`config.mk`:
```
export PLATFORM = sky130hd
export DESIGN_NAME = uart_io_ctrl
export DESIGN_NICKNAME = d
export VERILOG_FILES = /design/src/rtl/uart_io_pkg.sv /design/src/rtl/uart_tx_fifo.sv /design/src/rtl/uart_io_ctrl.sv
export SDC_FILE = /design/constraint.sdc
export NUM_CORES = 1
export LEC_CHECK = 0
export CAP_MARGIN = 20
export CORE_ASPECT_RATIO = 0.7
export CORE_MARGIN = 3
export CORE_UTILIZATION = 35
export CTS_CLUSTER_SIZE = 40
export DETAILED_ROUTE_END_ITERATION = 10
export SYNTH_ARGS = -nofsm -noshare
export SYNTH_HDL_FRONTEND = slang
export SYNTH_SLANG_ARGS = --single-unit
```
`constraint.sdc`:
```
create_clock -name clk -period 2.85 [get_ports clk]
set_clock_uncertainty 0.15 [all_clocks]
set_input_delay 0.57 -clock clk [delete_from_list [all_inputs] [get_ports clk]]
set_output_delay 0.57 -clock clk [all_outputs]
set_load 0.02 [all_outputs]
```
`src/rtl/uart_io_pkg.sv`:
```
// Shared definitions for the UART IO controller: status bit layout, default
// FIFO size, RX holder state encoding and a saturating increment helper.
package uart_io_pkg;

    localparam int ST_TX_NOT_FULL = 0;
    localparam int ST_RX_VALID    = 1;
    localparam int ST_RX_OVR      = 2;
    localparam int ST_TX_IDLE     = 3;

    localparam int TX_AW_DEFAULT  = 4;

    typedef enum logic {
        RX_EMPTY = 1'b0,
        RX_FULL  = 1'b1
    } rx_state_e;

    function automatic logic [7:0] sat_inc8(input logic [7:0] v);
        return (v == 8'hFF) ? v : v + 8'd1;
    endfunction

endpackage

```
`src/rtl/uart_tx_fifo.sv`:
```
// Byte FIFO with 2**AW entries; push is refused when full at cycle start,
// pop is ignored when empty. rdata is the head entry, forced to zero when empty.
module uart_tx_fifo #(
    parameter int AW = 4
) (
    input  logic          clk,
    input  logic          reset,
    input  logic          push,
    input  logic [7:0]    wdata,
    output logic          full,
    input  logic          pop,
    output logic [7:0]    rdata,
    output logic          empty,
    output logic [AW:0]   count
);

    localparam int          NUM      = 2 ** AW;
    localparam logic [AW:0] FULL_CNT = {1'b1, {AW{1'b0}}};

    logic [7:0]    mem [NUM];
    logic [AW-1:0] wr_ptr;
    logic [AW-1:0] rd_ptr;
    logic [AW:0]   cnt;
    logic          do_push;
    logic          do_pop;

    assign full    = (cnt == FULL_CNT);
    assign empty   = (cnt == '0);
    assign count   = cnt;
    assign do_push = push && !full;
    assign do_pop  = pop && !empty;
    // Gating on empty keeps the head byte at zero after reset without clearing storage.
    assign rdata   = empty ? 8'h00 : mem[rd_ptr];

    always_ff @(posedge clk) begin
        if (reset) begin
            wr_ptr <= '0;
            rd_ptr <= '0;
            cnt    <= '0;
        end else begin
            if (do_push) wr_ptr <= wr_ptr + 1'b1;
            if (do_pop)  rd_ptr <= rd_ptr + 1'b1;
            unique case ({do_push, do_pop})
                2'b10:   cnt <= cnt + 1'b1;
                2'b01:   cnt <= cnt - 1'b1;
                default: cnt <= cnt;
            endcase
        end
    end

    always_ff @(posedge clk) begin
        if (do_push && !reset) mem[wr_ptr] <= wdata;
    end

endmodule

```
`src/rtl/uart_io_ctrl.sv`:
```
// CPU-side UART controller: TX FIFO, single-byte RX holder with overrun tracking,
// and status word. Optional saturating overrun counter under UART_IO_OVR_COUNT_EN.
module uart_io_ctrl
    import uart_io_pkg::*;
#(
    parameter int TX_AW = TX_AW_DEFAULT
) (
    input  logic       clk,
    input  logic       reset,
    input  logic       cpu_wr,
    input  logic [7:0] cpu_wdata,
    input  logic       cpu_rd,
    output logic [7:0] cpu_rdata,
    input  logic       stat_clr,
    output logic [3:0] status,
    output logic       tx_valid,
    output logic [7:0] tx_data,
    input  logic       tx_ready,
    input  logic       tx_busy,
    input  logic       rx_strobe,
    input  logic [7:0] rx_data,
    output logic [7:0] ovr_count
);

    logic            fifo_full;
    logic            fifo_empty;
    logic [TX_AW:0]  fifo_count;
    rx_state_e       rx_state_q;
    rx_state_e       rx_state_d;
    logic            rx_load;
    logic            ovr_evt;
    logic            rx_overrun_q;

    uart_tx_fifo #(.AW(TX_AW)) u_tx_fifo (
        .clk   (clk),
        .reset (reset),
        .push  (cpu_wr),
        .wdata (cpu_wdata),
        .full  (fifo_full),
        .pop   (tx_ready),
        .rdata (tx_data),
        .empty (fifo_empty),
        .count (fifo_count)
    );

    assign tx_valid = !fifo_empty;

    always_comb begin
        rx_state_d = rx_state_q;
        rx_load    = 1'b0;
        ovr_evt    = 1'b0;
        unique case (rx_state_q)
            RX_EMPTY: begin
                if (rx_strobe) begin
                    rx_load    = 1'b1;
                    rx_state_d = RX_FULL;
                end
            end
            RX_FULL: begin
                // A read in the same cycle frees the slot, so the new byte is taken.
                if (rx_strobe && cpu_rd) begin
                    rx_load = 1'b1;
                end else if (rx_strobe) begin
                    ovr_evt = 1'b1;
                end else if (cpu_rd) begin
                    rx_state_d = RX_EMPTY;
                end
            end
            default: rx_state_d = RX_EMPTY;
        endcase
    end

    always_ff @(posedge clk) begin
        if (reset) begin
            rx_state_q   <= RX_EMPTY;
            cpu_rdata    <= 8'h00;
            rx_overrun_q <= 1'b0;
        end else begin
            rx_state_q <= rx_state_d;
            if (rx_load) cpu_rdata <= rx_data;
            if (ovr_evt) begin
                rx_overrun_q <= 1'b1;
            end else if (stat_clr) begin
                rx_overrun_q <= 1'b0;
            end
        end
    end

`ifdef UART_IO_OVR_COUNT_EN
    logic [7:0] ovr_cnt_q;

    always_ff @(posedge clk) begin
        if (reset) begin
            ovr_cnt_q <= 8'd0;
        end else if (ovr_evt) begin
            ovr_cnt_q <= stat_clr ? 8'd1 : sat_inc8(ovr_cnt_q);
        end else if (stat_clr) begin
            ovr_cnt_q <= 8'd0;
        end
    end

    assign ovr_count = ovr_cnt_q;
`else
    assign ovr_count = 8'd0;
`endif

    always_comb begin
        status                 = 4'b0000;
        status[ST_TX_NOT_FULL] = !fifo_full;
        status[ST_RX_VALID]    = (rx_state_q == RX_FULL);
        status[ST_RX_OVR]      = rx_overrun_q;
        status[ST_TX_IDLE]     = (fifo_count == '0) && !tx_busy;
    end

endmodule

```
== Yosys cells after proc, flatten, opt, wreduce, memory -nomap -nowiden ==
Memory sizes are Yosys's and may differ from the RTL's. A register that Yosys moved wholly into a read port is not among the register bits.
Cells that the tools add are included.

* Logic and storage cells: 44
* ROM bits: 0
* Bits of input ports: 24
* Latch bits: 0
* Bits in writable memories: 128
* Output and inout bits: 29
* Register bits after elaboration: 23
* Memories: 1

{| class="wikitable"
|+ Memory list
! memory !! depth !! bits a word !! read ports !! clocked after memory_dff !! wr ports !! line !! RTL
|-
| u_tx_fifo.mem || 16 || 8 || 1 || 1 || 1 || uart_tx_fifo.sv:20 || <nowiki>logic [7:0] mem [NUM];</nowiki>
|}

* Shift operators: 0
* Bitwise gates (word level): 1
* Add/sub/neg operators: 4
* Equality and inequality tests: 3
* Order comparisons: 0
* Div/mod/pow operators: 0
* Multiply operators: 0
* Reduce and logical (&&, ||, !) cells: 12
* Mux-type cells: 17

{| class="wikitable"
|+ Operators with widths
! cell !! count
|-
| two-way mux 1 bit || 11
|-
| one-hot mux 5 bit (2 select lines) || 1
|-
| adder 4 x 1 -> 4 bit (second input constant) || 2
|-
| two-way mux 4 bit || 2
|-
| two-way mux 8 bit || 1
|-
| adder 5 x 1 -> 5 bit (second input constant) || 1
|-
| == test 5 bit (second input constant) || 1
|-
| logical AND 1 bit || 5
|-
| zero test 5 bit || 1
|-
| subtractor 5 x 1 -> 5 bit (second input constant) || 1
|-
| zero test 1 bit || 4
|-
| one-hot mux 1 bit (2 select lines) || 2
|-
| nonzero test 2 bit || 2
|-
| == test 2 x 1 -> 1 bit (second input constant) || 1
|-
| == test 2 bit (second input constant) || 1
|-
| inverter 1 bit || 1
|}

== Longest topological paths before layout ==
Gate-level depths: netlist of the first run.

* Depth after elaboration: 6
* Depth in mapped cells: 11
* Depth with buffers taken out: 10

== Hierarchy ==
Synthesis of the first run repeated with hierarchy kept, for this count alone.

* Cell total of the unflattened synthesis: 381
* Area, all modules: 6393.6 um^2

{| class="wikitable"
|+ By module, submodules not included
! module !! instances !! area an instance (um^2) !! cells an instance
|-
| uart_tx_fifo || 1 || 5855.6 || 323
|-
| uart_io_ctrl || 1 || 538.0 || 58
|}

== Least setup slack after synthesis of the first run ==
OpenSTA, ideal clock, no wires.

* Kind: register to register
* Start point: register u_tx_fifo.cnt[0] (netlist: u_tx_fifo.count[0])
* End point: register u_tx_fifo.cnt[4] (netlist: u_tx_fifo.count[4])
* Clock period less this slack: 2841 ps
* Setup slack: 9 ps
* Stages on the path, launching flop included: 11
* Arrival: 2570 ps
* Cells stage by stage: dfxtp_1 nor4_1 a21oi_1 inv_1 ha_1 inv_1 fa_1 nand2b_1 a21oi_1 mux2i_1 mux2_2

* Word-level cells in the longest chain between the ends: 5
* Elaborated cells on any way between the ends: 12
* Those cells by class: add/sub: 2; eq/ne: 3; mux: 1; reduce/logical: 6

{| class="wikitable"
|+ Ends and longest elaborated chain
! element !! line !! RTL
|-
| from (decl) || uart_tx_fifo.sv:23 || <nowiki>logic [AW:0] cnt;</nowiki>
|-
| from (signal assigned) || uart_tx_fifo.sv:44 || <nowiki>2'b10: cnt <= cnt + 1'b1;</nowiki>
|-
| from (signal assigned) || uart_tx_fifo.sv:45 || <nowiki>2'b01: cnt <= cnt - 1'b1;</nowiki>
|-
| from (signal assigned) || uart_tx_fifo.sv:46 || <nowiki>default: cnt <= cnt;</nowiki>
|-
| == test 5 bit or zero test 5 bit (tied branches) || uart_tx_fifo.sv:27, uart_tx_fifo.sv:28 ||
|-
| zero test 1 bit, on equally long branches || uart_tx_fifo.sv:30, uart_tx_fifo.sv:31 ||
|-
| logical AND 1 bit, on equally long branches || uart_tx_fifo.sv:30, uart_tx_fifo.sv:31 ||
|-
| == test 2 x 1 -> 1 bit or == test 2 bit (tied branches) || uart_tx_fifo.sv:43 || <nowiki>unique case ({do_push, do_pop})</nowiki>
|-
| one-hot mux 5 bit (2 select lines) or nonzero test 2 bit (tied branches) || -- ||
|}

Several ways; a longest one is shown, not always the timed one.
A chain may end at the register's enable or synchronous reset.

==> results_dict.tcl, run 1 <==
set metrics [dict create \
    synth_flop_cell "edfxtp_1" \
    synthCells 375 \
    hold_buffers 0 \
    htree_levels 4 \
    ys_ff_latch 155 \
    avgSynthCellArea_um2 17.0 \
    yosysMostFrequentCell "edfxtp_1" \
    vdd_drop_max_mv 0.321 \
    synth-seq-area-share_pct 68.9 \
    worstMarginPinSlew_ns 0.623 \
    cts_made_buffers 17 \
    grt_max_degree 28 \
    arrival_ns 2.12 \
    core-area_mm2 0.0175 \
    grt_pass1_wl_mm 21.0 \
    critPathRequiredTime_ns 2.13 \
    drc_errors 0 \
    drive_gt1_share_pct 30.8 \
    p_total_mw 6.70 \
    run_status "complete, no violations" \
    gp_congestion 0.800 \
    cpMostUsedCell "a211oi_2" \
    fin_crit_sh_pct 99.5 \
    endpoint_kind "primary output" \
    synth_top_area_share_pct 60.4 \
    clock.fmax_ghz 0.352 \
    dp.cells 675 \
    area_delta_synth_final_pct 26.8 \
    cp_slowest_stage_delay_ns 0.48 \
    netlist_top_cells_count "128 x edfxtp_1, 45 x nor2_1, 31 x mux4_2" \
    pwr_density_cell_mw_per_mm2 831 \
    p_clk_share_pct 34.3 \
    antenna-diode-count 0 \
    critPathLaunchType "flip-flop" \
    grt_pass1_vias 3627 \
    nets 498 \
    cts_tree "yes" \
    period_needed_ns 2.84 \
    die_h_um 119 \
    critPathKind "reg -> out" \
    syn_area_mm2 0.00636 \
    port_buffers 44 \
    path_cells "buf_12, mux4_2, nor2b_1, a211oi_2, a211oi_2, buf_4" \
    drv_slew 0 \
    crit_path_max_fanout 5 \
    place_hpwl_mm 8.98 \
    vias 3401 \
    switchingPower_mw 1.84 \
    slew_headroom_pct 58.4 \
    drt_wl_total_mm 13.3 \
    drv_cap 0 \
    clkLatencyLatePin_ns 0.42 \
    hold_class "reg -> reg" \
    swShare_pct 27.5 \
    rows 40 \
    die_w_um 167 \
    finalHoldViolCount 0 \
    leakage_nw 2.77 \
    ant_nets 0 \
    synth_area_leaders "edfxtp_1 60%, mux4_2 11%, dfxtp_1 8.5%, mux2i_1 3.0%, nor2_1 2.7%" \
    die_area_mm2 0.0198 \
    grt-ovfl-total 0 \
    cts.clk_slew.worst_paths_ns 0.06 \
    p_comb_share_pct 26.6 \
    stdcell_count 708 \
    io-pin-count 53 \
    drt_iter0_drc 160 \
    synth_cell_type_count 35 \
    intPower_mw 4.86 \
    drt_first_pass_iters 4 \
    synth_area_leader_cell "edfxtp_1" \
    antenna_found_initial 0 \
    yosysWarnings 0 \
    setup_violations 0 \
    final_util_pct 46.2 \
    share_seq_of_total_power_pct 39.1 \
    wl_per_cell_um 18.8 \
    track_usage_pct 14.2 \
    critPathSlowestCell "mux4_2" \
    clk_path_buf_depth 2 \
    via_per_inst 4.80 \
    clkSinkCount 155 \
    rsz0062_at_grt "true" \
    initial_core_util_pct 36.4 \
    root_buffer "clkbuf_16" \
    synth_enable_flop_cells 128 \
    async_flop_share_pct 0 \
]
final cells by class:
type	count	area, um2
fill	1481	9400
sequential	155	4390
multi-input combinational	185	1860
timing repair buffer	95	885
clock buffer	17	425
tap	231	289
clock inverter	15	180
inverter	10	37.5
placed cells by master (no fill, tap or decap), types with 2 or more instances in the layout:
master	netlist	routed
edfxtp_1	128	128
nor2_1	45	45
buf_4	14	45
clkdlybuf4s50_1	0	34
mux4_2	31	32
dfxtp_1	27	24
mux2i_1	19	19
clkbuf_16	0	17
a211oi_2	0	11
inv_1	10	10
ha_1	9	9
nor2b_1	10	8
conb_1	1	8
nand2_1	7	7
a211oi_1	18	6
xor2_1	6	6
clkinv_1	0	6
buf_6	3	6
buf_12	1	5
nand2b_1	4	4
nor3_1	4	4
bufinv_16	0	4
a21oi_2	0	3
a21oi_1	6	3
o211ai_2	3	3
nor2b_4	0	2
xnor2_1	2	2
dfxtp_2	0	2
clkinvlp_4	0	2
clkinv_4	0	2
buf_2	5	2
critical path: cells and delay by family, from the launching register on:
family                 cells  cell delay [ns]
AO/OA/AOI/OAI              2             0.34
buffers and inverters      2             0.34
multiplexers               1             0.48
AND/OR/NAND/NOR            1             0.15
flip-flops                 1             0.40
power by group through the flow:
stage	Combinational, mW	Sequential (mW)	Clock (mW)
floorplan	0.990	2.63	0
global placement	1.65	2.65	0
detailed placement	1.67	2.65	0
CTS	1.66	2.61	2.36
global route	1.94	2.63	2.45
finish	1.78	2.62	2.30
state kept, by name, indices dropped and copies added (netlist names), named ones only:
signal,count
u_tx_fifo.mem,128
cpu_rdata,8
u_tx_fifo.count,5
u_tx_fifo.rd_ptr,4
u_tx_fifo.wr_ptr,4
rx_overrun_q,1
rx_state_q,1
path summary, 6_finish.rpt:
kind	startpoint	to	slack, ns	cells past startpoint
max	flip-flop	tx_data[4]	0.01	6
min	cpu_rdata[3]	cpu_rdata[3]	0.35	2
max reg2reg	u_tx_fifo.count[0]	u_tx_fifo.count[4]	0.06	10
min reg2reg	cpu_rdata[3]	cpu_rdata[3]	0.35	2
cell families (layout without fill, tap and decap cells):
group | count (synthesis) | after routing | synth area share [%]
AND/OR/NAND/NOR | 78 | 78 | 5.69
AO/OA/AOI/OAI | 29 | 29 | 3.56
adder cells (fa/ha/maj) | 10 | 10 | 2.09
XOR/XNOR | 8 | 8 | 1.10
other | 1 | 8 | 0.0590
multiplexers | 52 | 52 | 14.6
buffers and inverters | 42 | 137 | 4.01
flip-flops | 155 | 155 | 68.9
stage by stage:
| stage | TNS (ns) | hold slack [ns] | area (um2) | worst slack, ns |
|---|---|---|---|---|
| floorplan | 0 | 0.335 | 6390 | 0.00944 |
| global placement | -0.462 | 0.323 | 7320 | -0.112 |
| detailed placement | -0.657 | 0.341 | 7320 | -0.219 |
| CTS | -0.0573 | 0.359 | 7970 | -0.0395 |
| global route | -0.340 | 0.390 | 8070 | -0.0969 |
| finish | 0 | 0.352 | 8070 | 0.0129 |
routing by layer:
layer	wire [um]	GRT usage, %	part of all wire, %	vias to the layer above
met5	0	0	0	-
met4	146	4.17	1.1	0
met3	692	4.21	5.2	13
met2	6190	21.8	46	77
met1	6300	19.5	47	1719
li1	-	-	-	1592
what timing repair did:
item	in CTS	in global routing
hold endpoints to repair	0	0
resized for setup	62	25
setup endpoints to repair	12	11
buffers inserted	0	1
pin swaps	4	10
Power figures use the tool's default switching activity.
==> run 2, diff against run 1 <==
CORE_MARGIN = 2   (was 3)
==> run 2 against run 1 <==
The run now ends with setup timing left. Clock power down 3%. Combinational power barely moved. Sequential power barely moved.
==> results_dict.tcl, run 2 (synthesis results as in run 1) <==
set metrics [dict create \
    die_h_um 117 \
    critPathSlowestCell "mux4_2" \
    cpMostUsedCell "a211oi_2" \
    use_met2_pct 22.6 \
    drv_cap 0 \
    drc_errors 0 \
    hold_class "reg -> reg" \
    path_cells "buf_12, buf_6, mux4_2, nor2b_4, a211oi_2, a211oi_2, buf_4" \
    critPathKind "reg -> out" \
    antenna_found_initial 0 \
    grt-busiest-layer "met2" \
    arrival_ns 2.15 \
    initial_core_util_pct 35.5 \
    largest_register_ff_count 128 \
    cts_made_buffers 17 \
    run_status "complete, but fails checks" \
    final_util_pct 45.1 \
    htree_levels 4 \
    antenna-diode-count 0 \
    finalHoldViolCount 0 \
    vdd_drop_max_mv 0.444 \
    clock.fmax_ghz 0.349 \
    crit_path_max_fanout 5 \
    fill_cells 1531 \
    placed_cell_area_mm2 0.00731 \
    gp_congestion 0.842 \
    clkSinkCount 155 \
    endpoint_kind "primary output" \
    place_hpwl_mm 8.64 \
    regMostFlops "u_tx_fifo.mem" \
    die_w_um 165 \
    layout_common_cells "128 x edfxtp_1, 49 x buf_4, 45 x nor2_1" \
    clkLatencyLatePin_ns 0.41 \
    slew_headroom_pct 43.3 \
    grtUsageMet1_pct 20.9 \
    drv_slew 0 \
    critPathLaunchType "flip-flop" \
    pwr_density_cell_mw_per_mm2 823 \
    finalInstanceArea_mm2 0.00808 \
    violations "setup timing" \
    grt_pass1_wl_mm 20.4 \
    crit_buf_inv 3 \
    period_needed_ns 2.87 \
    setup_ws_ns -0.0165 \
    core-area_mm2 0.0179 \
    vias 3506 \
    grt_pass1_vias 3560 \
    clk_path_buf_depth 2 \
    track_usage_pct 14.8 \
    cp_top_family "multiplexers" \
    rows 41 \
    nets 501 \
    io-pin-count 53 \
    ant_nets 0 \
    grt_max_degree 28 \
    cts_tree "yes" \
    area_delta_synth_final_pct 27.1 \
    worstMarginPinSlew_ns 0.849 \
    root_buffer "clkbuf_16" \
    wl_per_cell_um 18.6 \
    port_buffers 44 \
    drive_gt1_share_pct 31.9 \
    cp_slowest_stage_delay_ns 0.49 \
    drt_wl_total_mm 13.3 \
    grt-ovfl-total 0 \
    leakage_nw 2.77 \
    drt_first_pass_iters 4 \
    die_area_mm2 0.0193 \
    layout_commonest_cell "edfxtp_1" \
    via_per_inst 4.90 \
    tns_ns -0.0351 \
    fin_crit_sh_pct 101 \
    rsz0062_at_grt "true" \
    critPathRequiredTime_ns 2.13 \
    drt_iter0_drc 189 \
    met3_usage_pct 3.56 \
    setup_violations 3 \
    cts.clk_slew.worst_paths_ns 0.06 \
]
-- run 2: power breakdown --
group	switching [mW]	leakage, nW	internal, mW
Combinational	0.885	1.12	0.892
Sequential	0.101	1.38	2.54
Clock	0.927	0.278	1.31
-- run 2: layout make-up --
| cell class | instances | area [um2] | share of cell area, % |
|---|---|---|---|
| sequential | 155 | 4400 | 54.4 |
| multi-input combinational | 185 | 1830 | 22.7 |
| timing repair buffer | 98 | 927 | 11.5 |
| clock buffer | 17 | 425 | 5.26 |
| tap | 236 | 295 | 3.65 |
| clock inverter | 15 | 168 | 2.07 |
| inverter | 10 | 37.5 | 0.465 |
-- run 2: tightest hold or removal path: cells and delay by family (launching register included) --
kind	cells	cell delay, ns
and+or+nand+nor	1	0.07
muxes	1	0.07
DFF	1	0.32
-- run 2: per-layer routing --
layer	up-vias	part of all wire [%]
met5	-	0
met4	0	0.83
met3	11	5.4
met2	100	47
met1	1789	47
li1	1606	-
-- run 2: path summary, 6_finish.rpt --
path	start	endpoint	slack [ns]	cells past startpoint
max	flip-flop	tx_data[5]	-0.02	7
min	cpu_rdata[6]	cpu_rdata[6]	0.35	2
max reg2reg	u_tx_fifo.count[3]	u_tx_fifo.count[4]	0.09	10
min reg2reg	cpu_rdata[6]	cpu_rdata[6]	0.35	2
-- run 2: timing repair --
action | 4_1_cts | 5_1_grt
setup buffers | 4 | 3
cloned | 1 | 1
gates resized for setup | 52 | 24
pin swaps | 2 | 9
hold buffers | 0 | 0
setup endpoints to repair | 12 | 11
-- run 2: per-stage QoR --
| step | total power [mW] | worst slack [ns] | hold slack [ns] | instances |
|---|---|---|---|---|
| 3_5_place_dp | 4.33 | -0.187 | 0.339 | 675 |
| 4_1_cts | 6.57 | -0.117 | 0.355 | 712 |
| 6_report | 6.65 | -0.0165 | 0.346 | 716 |
| 2_1_floorplan | 3.62 | 0.00944 | 0.335 | 382 |
| 3_3_place_gp | 4.30 | -0.141 | 0.326 | 675 |
| 5_1_grt | 6.97 | -0.111 | 0.378 | 716 |
